==> config.mk <==
export PLATFORM = sky130hd
export DESIGN_NAME = fnd_scan_display
export DESIGN_NICKNAME = d
export VERILOG_FILES = /design/src/rtl/fnd_pkg.sv /design/src/rtl/bin2bcd_seq.sv /design/src/rtl/fnd_scan_display.sv
export SDC_FILE = /design/constraint.sdc
export NUM_CORES = 1
export LEC_CHECK = 0
export ABC_AREA = 1
export CORE_ASPECT_RATIO = 1.2
export CORE_MARGIN = 2
export CORE_UTILIZATION = 55
export CTS_CLUSTER_SIZE = 40
export DETAILED_ROUTE_END_ITERATION = 12
export PLACE_DENSITY = 0.85
export SYNTH_ARGS = -nofsm -noshare
export SYNTH_HDL_FRONTEND = slang
export SYNTH_SLANG_ARGS = --single-unit
==> constraint.sdc <==
create_clock -name clk -period 3.3 [get_ports clk]
set_input_delay 0.495 -clock clk [delete_from_list [all_inputs] [get_ports clk]]
set_output_delay 0.495 -clock clk [all_outputs]
set_load 0.05 [all_outputs]
==> src/rtl/fnd_pkg.sv <==
// ---------------------------------------------------------------------------
// fnd_pkg
// Shared definitions for the multiplexed 7-segment (FND) display back-end:
//   DIGITS          number of scanned digit commons
//   bcd_t           one 4-bit BCD digit
//   SEG_0..SEG_OFF  common-anode segment patterns {dp,g,f,e,d,c,b,a}
//   conv_state_e    binary-to-BCD conversion FSM states
//   seg_decode()    BCD digit -> segment pattern (dp bit left dark)
//   dabble_step()   one shift-add-3 step on a {tens,ones,binary} vector
// ---------------------------------------------------------------------------
package fnd_pkg;

    localparam int DIGITS = 4;

    typedef logic [3:0] bcd_t;

    localparam logic [7:0] SEG_0   = 8'hC0;
    localparam logic [7:0] SEG_1   = 8'hF9;
    localparam logic [7:0] SEG_2   = 8'hA4;
    localparam logic [7:0] SEG_3   = 8'hB0;
    localparam logic [7:0] SEG_4   = 8'h99;
    localparam logic [7:0] SEG_5   = 8'h92;
    localparam logic [7:0] SEG_6   = 8'h82;
    localparam logic [7:0] SEG_7   = 8'hF8;
    localparam logic [7:0] SEG_8   = 8'h80;
    localparam logic [7:0] SEG_9   = 8'h90;
    localparam logic [7:0] SEG_OFF = 8'hFF;

    typedef enum logic [1:0] {
        IDLE  = 2'd0,
        LOAD  = 2'd1,
        SHIFT = 2'd2,
        DONE  = 2'd3
    } conv_state_e;

    function automatic logic [7:0] seg_decode(input bcd_t digit);
        case (digit)
            4'd0:    seg_decode = SEG_0;
            4'd1:    seg_decode = SEG_1;
            4'd2:    seg_decode = SEG_2;
            4'd3:    seg_decode = SEG_3;
            4'd4:    seg_decode = SEG_4;
            4'd5:    seg_decode = SEG_5;
            4'd6:    seg_decode = SEG_6;
            4'd7:    seg_decode = SEG_7;
            4'd8:    seg_decode = SEG_8;
            4'd9:    seg_decode = SEG_9;
            default: seg_decode = SEG_OFF;
        endcase
    endfunction

    // Vector layout is {tens[15:12], ones[11:8], binary[7:0]}. Inputs are
    // saturated to 99 beforehand, so nothing is ever lost off the top.
    function automatic logic [15:0] dabble_step(input logic [15:0] v);
        logic [15:0] t;
        t = v;
        if (t[11:8] >= 4'd5)  t[11:8]  = t[11:8]  + 4'd3;
        if (t[15:12] >= 4'd5) t[15:12] = t[15:12] + 4'd3;
        return {t[14:0], 1'b0};
    endfunction

endpackage

==> src/rtl/bin2bcd_seq.sv <==
// ---------------------------------------------------------------------------
// bin2bcd_seq
// Sequential double-dabble converter for one 8-bit value (0..99) into two BCD
// digits. i_load captures the binary value, then each i_step cycle performs
// one add-3/shift; eight steps complete the conversion.
// Ports:
//   clk        system clock
//   i_reset_p  synchronous active-high reset
//   i_load     capture i_bin and restart the conversion
//   i_step     perform one shift-add-3 step
//   i_bin      binary input, must be <= 99
//   o_tens     BCD tens digit (valid after the eighth step)
//   o_ones     BCD ones digit (valid after the eighth step)
//   o_done     high during the eighth (final) step
// ---------------------------------------------------------------------------
module bin2bcd_seq
    import fnd_pkg::*;
(
    input  logic       clk,
    input  logic       i_reset_p,
    input  logic       i_load,
    input  logic       i_step,
    input  logic [7:0] i_bin,
    output bcd_t       o_tens,
    output bcd_t       o_ones,
    output logic       o_done
);

    logic [15:0] r_shift;
    logic [2:0]  r_steps;

    // NOTE: state is written with non-blocking <= so every flop samples the
    // pre-edge values; blocking = here would create order-dependent races.
    always_ff @(posedge clk) begin
        if (i_reset_p) begin
            r_shift <= '0;
            r_steps <= '0;
        end else if (i_load) begin
            r_shift <= {8'd0, i_bin};
            r_steps <= '0;
        end else if (i_step) begin
            r_shift <= dabble_step(r_shift);
            r_steps <= r_steps + 3'd1;
        end
    end

    assign o_tens = r_shift[15:12];
    assign o_ones = r_shift[11:8];
    assign o_done = i_step && (r_steps == 3'd7);

endmodule

==> src/rtl/fnd_scan_display.sv <==
// ---------------------------------------------------------------------------
// fnd_scan_display
// Shows two 8-bit values as four BCD digits on a multiplexed 7-segment FND.
// Conversion runs during digit 3's period; results commit on the first cycle
// of the following digit-0 period so a frame never mixes old and new digits.
// Optional build macro: FND_BLINK_EN (2 Hz per-pair blanking via blink).
// Ports:
//   clk       system clock
//   reset_p   synchronous active-high reset
//   value_hi  left pair value (digits 3,2)
//   value_lo  right pair value (digits 1,0)
//   dp_en     light the decimal point on digit 2
//   blink     bit1 blanks the hi pair, bit0 the lo pair (FND_BLINK_EN only)
//   seg_n     segments {dp,g,f,e,d,c,b,a}
//   com_n     one-hot digit select, digit 0 rightmost
//   ovf       a value of the committed frame was > 99
// ---------------------------------------------------------------------------
module fnd_scan_display
    import fnd_pkg::*;
#(
    parameter int CLK_HZ       = 100_000_000,
    parameter int SCAN_HZ      = 1000,
    parameter bit COMMON_ANODE = 1'b1
) (
    input  logic       clk,
    input  logic       reset_p,
    input  logic [7:0] value_hi,
    input  logic [7:0] value_lo,
    input  logic       dp_en,
    input  logic [1:0] blink,
    output logic [7:0] seg_n,
    output logic [3:0] com_n,
    output logic       ovf
);

    localparam int DIV   = CLK_HZ / SCAN_HZ;
    localparam int DIV_W = (DIV > 1) ? $clog2(DIV) : 1;

    // The 10-cycle conversion must fit inside a single digit period.
    generate
        if (DIV < 16) begin : g_div_too_small
            $error("fnd_scan_display: CLK_HZ/SCAN_HZ must be at least 16");
        end
    endgenerate

    logic [DIV_W-1:0]        r_div_cnt;
    logic [1:0]              r_digit;
    conv_state_e             r_state;
    conv_state_e             w_state_nxt;
    logic                    r_ovf_pend;
    logic                    r_ovf_shadow;
    logic                    r_ovf;
    bcd_t [DIGITS-1:0]       r_shadow;
    bcd_t [DIGITS-1:0]       r_disp;
    bcd_t [DIGITS-1:0]       w_frame_bcd;
    logic [7:0]              r_seg_n;
    logic [3:0]              r_com_n;
    logic [7:0]              w_seg_n;
    logic                    w_tick;
    logic                    w_frame_start;
    logic                    w_conv_start;
    logic                    w_blank;
    logic [7:0]              w_sat_hi;
    logic [7:0]              w_sat_lo;
    bcd_t                    w_tens_hi, w_ones_hi, w_tens_lo, w_ones_lo;
    logic                    w_done_hi, w_done_lo;

    assign w_tick        = (r_div_cnt == DIV_W'(DIV - 1));
    assign w_frame_start = (r_digit == 2'd0) && (r_div_cnt == '0);
    assign w_conv_start  = (r_digit == 2'd3) && (r_div_cnt == '0);

    // ---- scan divider and digit index ------------------------------------
    always_ff @(posedge clk) begin
        if (reset_p) begin
            r_div_cnt <= '0;
            r_digit   <= 2'd0;
        end else if (w_tick) begin
            r_div_cnt <= '0;
            r_digit   <= r_digit + 2'd1;
        end else begin
            r_div_cnt <= r_div_cnt + DIV_W'(1);
        end
    end

    // ---- conversion FSM --------------------------------------------------
    // NOTE: combinational blocks assign a default before any branch so every
    // path drives every output and no latch is inferred.
    always_comb begin
        w_state_nxt = r_state;
        case (r_state)
            IDLE:    if (w_conv_start) w_state_nxt = LOAD;
            LOAD:    w_state_nxt = SHIFT;
            SHIFT:   if (w_done_hi && w_done_lo) w_state_nxt = DONE;
            DONE:    w_state_nxt = IDLE;
            default: w_state_nxt = IDLE;
        endcase
    end

    assign w_sat_hi = (value_hi > 8'd99) ? 8'd99 : value_hi;
    assign w_sat_lo = (value_lo > 8'd99) ? 8'd99 : value_lo;

    bin2bcd_seq u_conv_hi (
        .clk       (clk),
        .i_reset_p (reset_p),
        .i_load    (r_state == LOAD),
        .i_step    (r_state == SHIFT),
        .i_bin     (w_sat_hi),
        .o_tens    (w_tens_hi),
        .o_ones    (w_ones_hi),
        .o_done    (w_done_hi)
    );

    bin2bcd_seq u_conv_lo (
        .clk       (clk),
        .i_reset_p (reset_p),
        .i_load    (r_state == LOAD),
        .i_step    (r_state == SHIFT),
        .i_bin     (w_sat_lo),
        .o_tens    (w_tens_lo),
        .o_ones    (w_ones_lo),
        .o_done    (w_done_lo)
    );

    // Shadow registers only change in DONE, so a reset mid-conversion leaves
    // nothing half-written to commit.
    // NOTE: these digit banks are a handful of flops, not a RAM, so they are
    // cleared in reset; the display must start from a known all-zero frame.
    always_ff @(posedge clk) begin
        if (reset_p) begin
            r_state      <= IDLE;
            r_ovf_pend   <= 1'b0;
            r_ovf_shadow <= 1'b0;
            r_shadow     <= '0;
            r_disp       <= '0;
            r_ovf        <= 1'b0;
        end else begin
            r_state <= w_state_nxt;
            if (r_state == LOAD)
                r_ovf_pend <= (value_hi > 8'd99) || (value_lo > 8'd99);
            if (r_state == DONE) begin
                r_shadow     <= {w_tens_hi, w_ones_hi, w_tens_lo, w_ones_lo};
                r_ovf_shadow <= r_ovf_pend;
            end
            if (w_frame_start) begin
                r_disp <= r_shadow;
                r_ovf  <= r_ovf_shadow;
            end
        end
    end

    // ---- optional blink phase --------------------------------------------
`ifdef FND_BLINK_EN
    // Phase toggles every SCAN_HZ/4 scan ticks: a CLK_HZ/2-cycle period.
    localparam int BLINK_TICKS = (SCAN_HZ / 4 > 0) ? SCAN_HZ / 4 : 1;
    localparam int BLINK_W     = (BLINK_TICKS > 1) ? $clog2(BLINK_TICKS) : 1;

    logic [BLINK_W-1:0] r_blink_cnt;
    logic               r_phase;

    always_ff @(posedge clk) begin
        if (reset_p) begin
            r_blink_cnt <= '0;
            r_phase     <= 1'b0;
        end else if (w_tick) begin
            if (r_blink_cnt == BLINK_W'(BLINK_TICKS - 1)) begin
                r_blink_cnt <= '0;
                r_phase     <= ~r_phase;
            end else begin
                r_blink_cnt <= r_blink_cnt + BLINK_W'(1);
            end
        end
    end

    // Digits 3,2 belong to the hi pair, digits 1,0 to the lo pair.
    assign w_blank = r_phase && (r_digit[1] ? blink[1] : blink[0]);
`else
    logic w_unused_blink;
    assign w_unused_blink = ^blink;
    assign w_blank        = 1'b0;
`endif

    // ---- segment and common drive ----------------------------------------
    // On the commit cycle the new digits are taken straight from the shadow
    // so digit 0's first registered cycle already shows the new frame.
    assign w_frame_bcd = w_frame_start ? r_shadow : r_disp;

    always_comb begin
        w_seg_n    = seg_decode(w_frame_bcd[r_digit]);
        w_seg_n[7] = !((r_digit == 2'd2) && dp_en);
        if (w_blank)
            w_seg_n = SEG_OFF;
    end

    always_ff @(posedge clk) begin
        if (reset_p) begin
            r_seg_n <= SEG_OFF;
            r_com_n <= 4'hF;
        end else begin
            r_seg_n <= w_seg_n;
            r_com_n <= ~(4'b0001 << r_digit);
        end
    end

    assign seg_n = COMMON_ANODE ? r_seg_n : ~r_seg_n;
    assign com_n = COMMON_ANODE ? r_com_n : ~r_com_n;
    assign ovf   = r_ovf;

endmodule

==> flow_summary.toml, run 1 <==
[cts]
clkTransAtPathRegs_ns = 0.10
h-tree-depth = 3
cts_resized = 0
cts_tree = "yes"
cts_num_sinks = 106
cts_setup_buffers = 0
cts_buffers = 9
cts-root-buf = "clkbuf_8"
postCtsHoldBufs = 0
cts_buffer_depth = 2
insertion_delay_ns = 0.38

[finish]
nNetsFinal = 734
multi_input_area_sq_um = 2510
n_antenna_cell = 0
final_util = 0.636
drive_gt1_frac = 0.0783
seq_area_sq_um = 2120
design_area_sq_um = 5680
syn2layout_area_growth_pct = 13.3
final_cell_count_no_fill = 810
fillers = 797

[place]
place_inst = 794
place.gp.congestion = 0.860
dp_hpwl_um = 7550
dp_slack_ns = 0.719
placed_area_sq_um = 5430
portBuffers = 31

[yosys]
yosysWarnings = 0
syn_avg_cell_area_sq_um = 7.60
synth.area.top_cells = "dfxtp_1, nand2_1, a21oi_1"
synthCells = 660
synth_top_family_by_area = "simple AND/OR/NAND/NOR gates"
synth-simple-area-share = 0.247
async_flop_share = 0
synth_compound_area_frac = 0.164
synth_seq_cells = 106
ys_types = 36
ys_seq_area_frac = 0.423
synth-main-ff-cell = "dfxtp_1"
synth_top_area_share = 0.423
synthesis.nets = 709
syn_area_sq_um = 5020
synth_area_leader_cell = "dfxtp_1"
synthMuxAreaShare = 0
synthAdderAreaFrac = 0.0698
synth_edf_count = 0
synth_xor_xnor_area_share = 0.0210

[worst_setup_path]
worst_path_dominant_cell_family = "simple AND/OR/NAND/NOR gates"
reg2reg_depth = 14
arrival_ns = 2.84
cp.required_ns = 3.56
cp-end-kind = "flip-flop"
start_kind = "flip-flop"
max_stage_delay_ns = 0.49
critPathKind = "flip-flop to flip-flop"
cp.depth = 14
crit_slowest_cell = "ha_1"
crit_start = "r_digit[0]"
crit_end = "seg_n[3]"
r2r-start = "r_digit[0]"
r2r_slack_ns = 0.72
cpMostUsedCell = "nand3_1"
r2r_end = "seg_n[3]"
path_buf_inv = 3
worstPathCellList = "inv_1, buf_4, ha_1, nand3_4, inv_1, nand2_1, nand2_1, nand2_1, nand3_1, nand2_2, ha_1, nand3_1, nand3_1, nand3_1"
crit_path_max_fanout = 15

[floorplanning]
dieHeight_um = 109
rows = 38
fp.dieW_um = 91.2
ioPinCount = 34
dieArea_sq_um = 9900
core_sq_um = 8940
initial_core_util = 0.561

[power_and_ir_drop]
sw_frac_of_total = 0.342
power_mw = 3.55
combPwrFrac = 0.286
pwr-share-seq = 0.440
clkPwrFrac = 0.273
peakVddDrop_v = 0.000601
p_int_mw = 2.34
leakage_nw = 2.36
power_density_nw_per_um2 = 625
p_switching_mw = 1.21

[sta]
final_max_slew_viol_count = 0
holdWs_ns = 0.454
setup_violations = 0
finalHoldViolCount = 0
post-route-min-period_ns = 2.58
worst_pin_slew_ns = 0.773
finClkSkew_ns = 0.0164
rsz0062_at_grt = "false"
fin_ws_ns = 0.720
fmax_mhz = 388
slew_headroom = 0.484
fin_crit_sh = 0.782
setup_tns_ns = 0

[routing]
via_per_inst = 5.45
drc_errors = 0
routedWlPerCell_um = 13.2
drt_wl_total_um = 10700
dr.pass1.iters = 4
drt_iter0_markers = 248
vias = 4418
ant_nets = 0

[job]
max_cap_violations = 0

[grt]
grt.total_usage = 0.227
grt_pass1_wl_um = 18300
grt_antenna_before_repair = 0
grt.overflow.total = 0
grt_pass1_vias = 4247
grt_max_degree = 44

[status]
status = "complete, no violations"

[worst_hold_path]
hp-class = "flip-flop to flip-flop"
[Yosys cell counts, types with 5 or more instances]
master    instances
o211ai_1          7
ha_1             28
nand4_1          11
nand2_1         117
a21oi_1          70
inv_1            69
dfxtp_1         106
nand2_2           8
xor2_1            8
nor2_1           49
nand3_2           5
clkbuf_1         23
o21ai_0          53
nand3_1          54
[sequential cells by signal, summed over array words and instances (netlist names)]
signal and count:
seg_n 8, r_ovf_shadow 1, u_conv_hi.r_shift 16, r_ovf_pend 1, com_n 4, r_div_cnt 17, r_state 2, u_conv_lo.r_shift 16
r_disp 16, u_conv_hi.r_steps 3, ovf 1, r_shadow 16, r_digit 2, u_conv_lo.r_steps 3
[placed cells by master, fill, tap and decap left out, types with 5 or more instances in the layout]
master and instances:
nand2_1 117, dfxtp_1 106, a21oi_1 70, inv_1 69
nand3_1 54, o21ai_0 53, nor2_1 49, clkdlybuf4s50_1 31
ha_1 28, nand4_1 11, clkbuf_8 10, nand2_2 8
xor2_1 8, buf_4 8, o211ai_1 7, nand3_2 5
[how the worst min path moves through the flow]
stage / startpoint / slack, ns / cells after the start / to
after floorplan: r_div_cnt[0] / 0.42 / 1 / r_div_cnt[0]
after global placement: r_div_cnt[0] / 0.43 / 1 / r_div_cnt[0]
after detailed placement: r_div_cnt[0] / 0.44 / 1 / r_div_cnt[0]
after CTS: r_div_cnt[0] / 0.46 / 1 / r_div_cnt[0]
after global routing: u_conv_lo.r_steps[2] / 0.49 / 2 / u_conv_lo.r_steps[2]
final: r_div_cnt[0] / 0.45 / 1 / r_div_cnt[0]
[power by group through the flow]
stage | Clock [mW] | Sequential, mW | Combinational (mW)
3_3_place_gp | 0 | 1.58 | 0.946
5_1_grt | 1.02 | 1.58 | 1.15
2_1_floorplan | 0 | 1.64 | 0.692
6_report | 0.969 | 1.56 | 1.02
4_1_cts | 0.978 | 1.56 | 1.01
3_5_place_dp | 0 | 1.59 | 0.995
[routing by layer]
| layer | GRT usage | up-vias | wire (um) |
|---|---|---|---|
| li1 | - | 2238 | - |
| met1 | 0.257 | 2064 | 4570 |
| met2 | 0.415 | 96 | 5450 |
| met3 | 0.0359 | 20 | 395 |
| met4 | 0.116 | 0 | 305 |
| met5 | 0 | - | 0 |
[cell type report]
type / instances / area share
inverters: 74 / 0.0489
clock inverters: 6 / 0.0196
repair buffers: 39 / 0.0652
flip-flops and latches: 106 / 0.373
well taps: 120 / 0.0264
multi-input cells: 455 / 0.442
clock buffers: 10 / 0.0242
[cell families after synthesis]
| logic type | Yosys count |
|---|---|
| buffers and inverters | 99 |
| xor gates and xnor gates | 12 |
| adders and majority gates | 28 |
| and+or+nand+nor | 265 |
| DFF | 106 |
| AOI/OAI and AO/OA | 150 |
(Power assumes the default switching activity.)
==> run 2, diff against run 1 <==
Clock period 3.3 ns to 2.61 ns, I/O delays scaled along.
==> run 2 against run 1 <==
  * Wire length fell by 2.9%
  * Global-route usage down 0.78 points
  * Clock power up 14%
  * Final cell count rose by 0.12%
  * Via count shrank 0.48%
  * Setup slack lost 0.44 ns
  * Critical path depth rose by 1
  * Largest power group unchanged
  * Core utilization decreased by 0.14 points
  * Die area unchanged
  * Power grew 22%
  * Maximum frequency rose by 11%
==> flow_summary.toml, run 2 (synthesis results as in run 1) <==
[sta]
finClkSkew_ns = 0.0111
post-route-min-period_ns = 2.33
setup_violations = 0
finalHoldViolCount = 0
slew_headroom = 0.613
fmax_mhz = 430
setup_tns_ns = 0
holdWs_ns = 0.451
rsz0062_at_grt = "false"
fin_crit_sh = 0.891
final_max_slew_viol_count = 0
worst_pin_slew_ns = 0.580

[power_and_ir_drop]
power_density_nw_per_um2 = 766
power_mw = 4.35
peakVddDrop_v = 0.000608
leakage_nw = 2.35

[job]
max_cap_violations = 0

[cts]
cts-root-buf = "clkbuf_8"
postCtsHoldBufs = 0
cts_num_sinks = 106
cts_buffer_depth = 2
cts_resized = 0
cts_buffers = 9
h-tree-depth = 3
clkTransAtPathRegs_ns = 0.09
cts_tree = "yes"
insertion_delay_ns = 0.38
cts_setup_buffers = 0

[worst_setup_path]
max_stage_delay_ns = 0.33
start_kind = "flip-flop"
reg2reg_depth = 15
arrival_ns = 2.58
worst_path_dominant_cell_family = "simple AND/OR/NAND/NOR gates"
crit_slowest_cell = "dfxtp_1"
cp.depth = 15
cpMostUsedCell = "nand3_1"
crit_path_max_fanout = 15
worstPathCellList = "inv_1, ha_1, nand3_2, nor2_4, nand3_4, inv_2, nand2_1, nand2_1, nand2_1, nand3_1, nand2_2, ha_1, nand3_1, nand3_1, nand3_1"
cp-end-kind = "flip-flop"
path_buf_inv = 2
cp.required_ns = 2.87
critPathKind = "flip-flop to flip-flop"

[grt]
grt_pass1_wl_um = 17900
grt_max_degree = 44
grt.total_usage = 0.219
grt.overflow.total = 0
grt_pass1_vias = 4194
grt_antenna_before_repair = 0

[routing]
routedWlPerCell_um = 12.8
drt_wl_total_um = 10400
drt_iter0_markers = 249
drc_errors = 0
via_per_inst = 5.42
dr.pass1.iters = 6
ant_nets = 0
vias = 4397

[worst_hold_path]
hp-class = "flip-flop to flip-flop"
hold_path_depth = 1

[finish]
top_register = "r_div_cnt"
largest_register_ffs = 17
layout_commonest_cell = "nand2_1"
final_cell_count_no_fill = 811
nNetsFinal = 737
n_antenna_cell = 0
syn2layout_area_growth_pct = 13.0
layout_common_cells = "nand2_1, dfxtp_1, a21oi_1"
final_util = 0.634
drive_gt1_frac = 0.0810

[floorplanning]
ioPinCount = 34
initial_core_util = 0.561
dieArea_sq_um = 9900
rows = 38
dieHeight_um = 109
core_sq_um = 8940
fp.dieW_um = 91.2

[place]
place.gp.congestion = 0.890
dp_hpwl_um = 7530
place_inst = 797
portBuffers = 31

[status]
status = "complete, no violations"
-- run 2: changes by cell type in the layout (fill, tap and decap cells not counted), sizes merged --
cell and delta:
bufinv -1, buf +3, clkinv -1
-- run 2: report_power, final --
group          switching [mW]  internal, mW  total (mW)
Combinational           0.829         0.441        1.27
Clock                   0.541         0.559        1.10
Sequential              0.121          1.85        1.98
Total                    1.49          2.85        4.35
-- run 2: path summary, 6_finish.rpt --
kind | start | slack (ns) | to
min reg2reg | r_div_cnt[0] | 0.45 | r_div_cnt[0]
min | r_div_cnt[0] | 0.45 | r_div_cnt[0]
max | r_div_cnt[0] | 0.28 | seg_n[3]
max reg2reg | r_div_cnt[0] | 0.28 | seg_n[3]
-- run 2: per-layer routing --
layer,track usage,part of all wire,up-vias,wire length [um]
li1,-,-,2241,-
met1,0.238,0.42,2053,4420
met2,0.408,0.51,85,5340
met3,0.0498,0.040,18,415
met4,0.0996,0.022,0,226
met5,0,0,-,0
-- run 2: cell type report --
type | count | area (sq um)
clock inverters | 4 | 76.3
inverters | 74 | 278
multi-input cells | 455 | 2510
repair buffers | 42 | 393
fillers | 773 | 3270
clock buffers | 10 | 138
flip-flops and latches | 106 | 2120
well taps | 120 | 150
-- run 2: metrics by stage --
stage | instance area (sq um) | setup WS, ns
finish | 5670 | 0.285
floorplan | 5020 | 0.243
global placement | 5460 | 0.321
detailed placement | 5460 | 0.256
global route | 5670 | 0.0432
CTS | 5670 | 0.200
-- run 2: worst register-to-register path: cells and delay by family (launching register included) --
kind	cells	cell delay, ns
adder cells (fa/ha/maj)	2	0.48
flip-flops	1	0.33
AND/OR/NAND/NOR	11	1.15
buffers and inverters	2	0.26
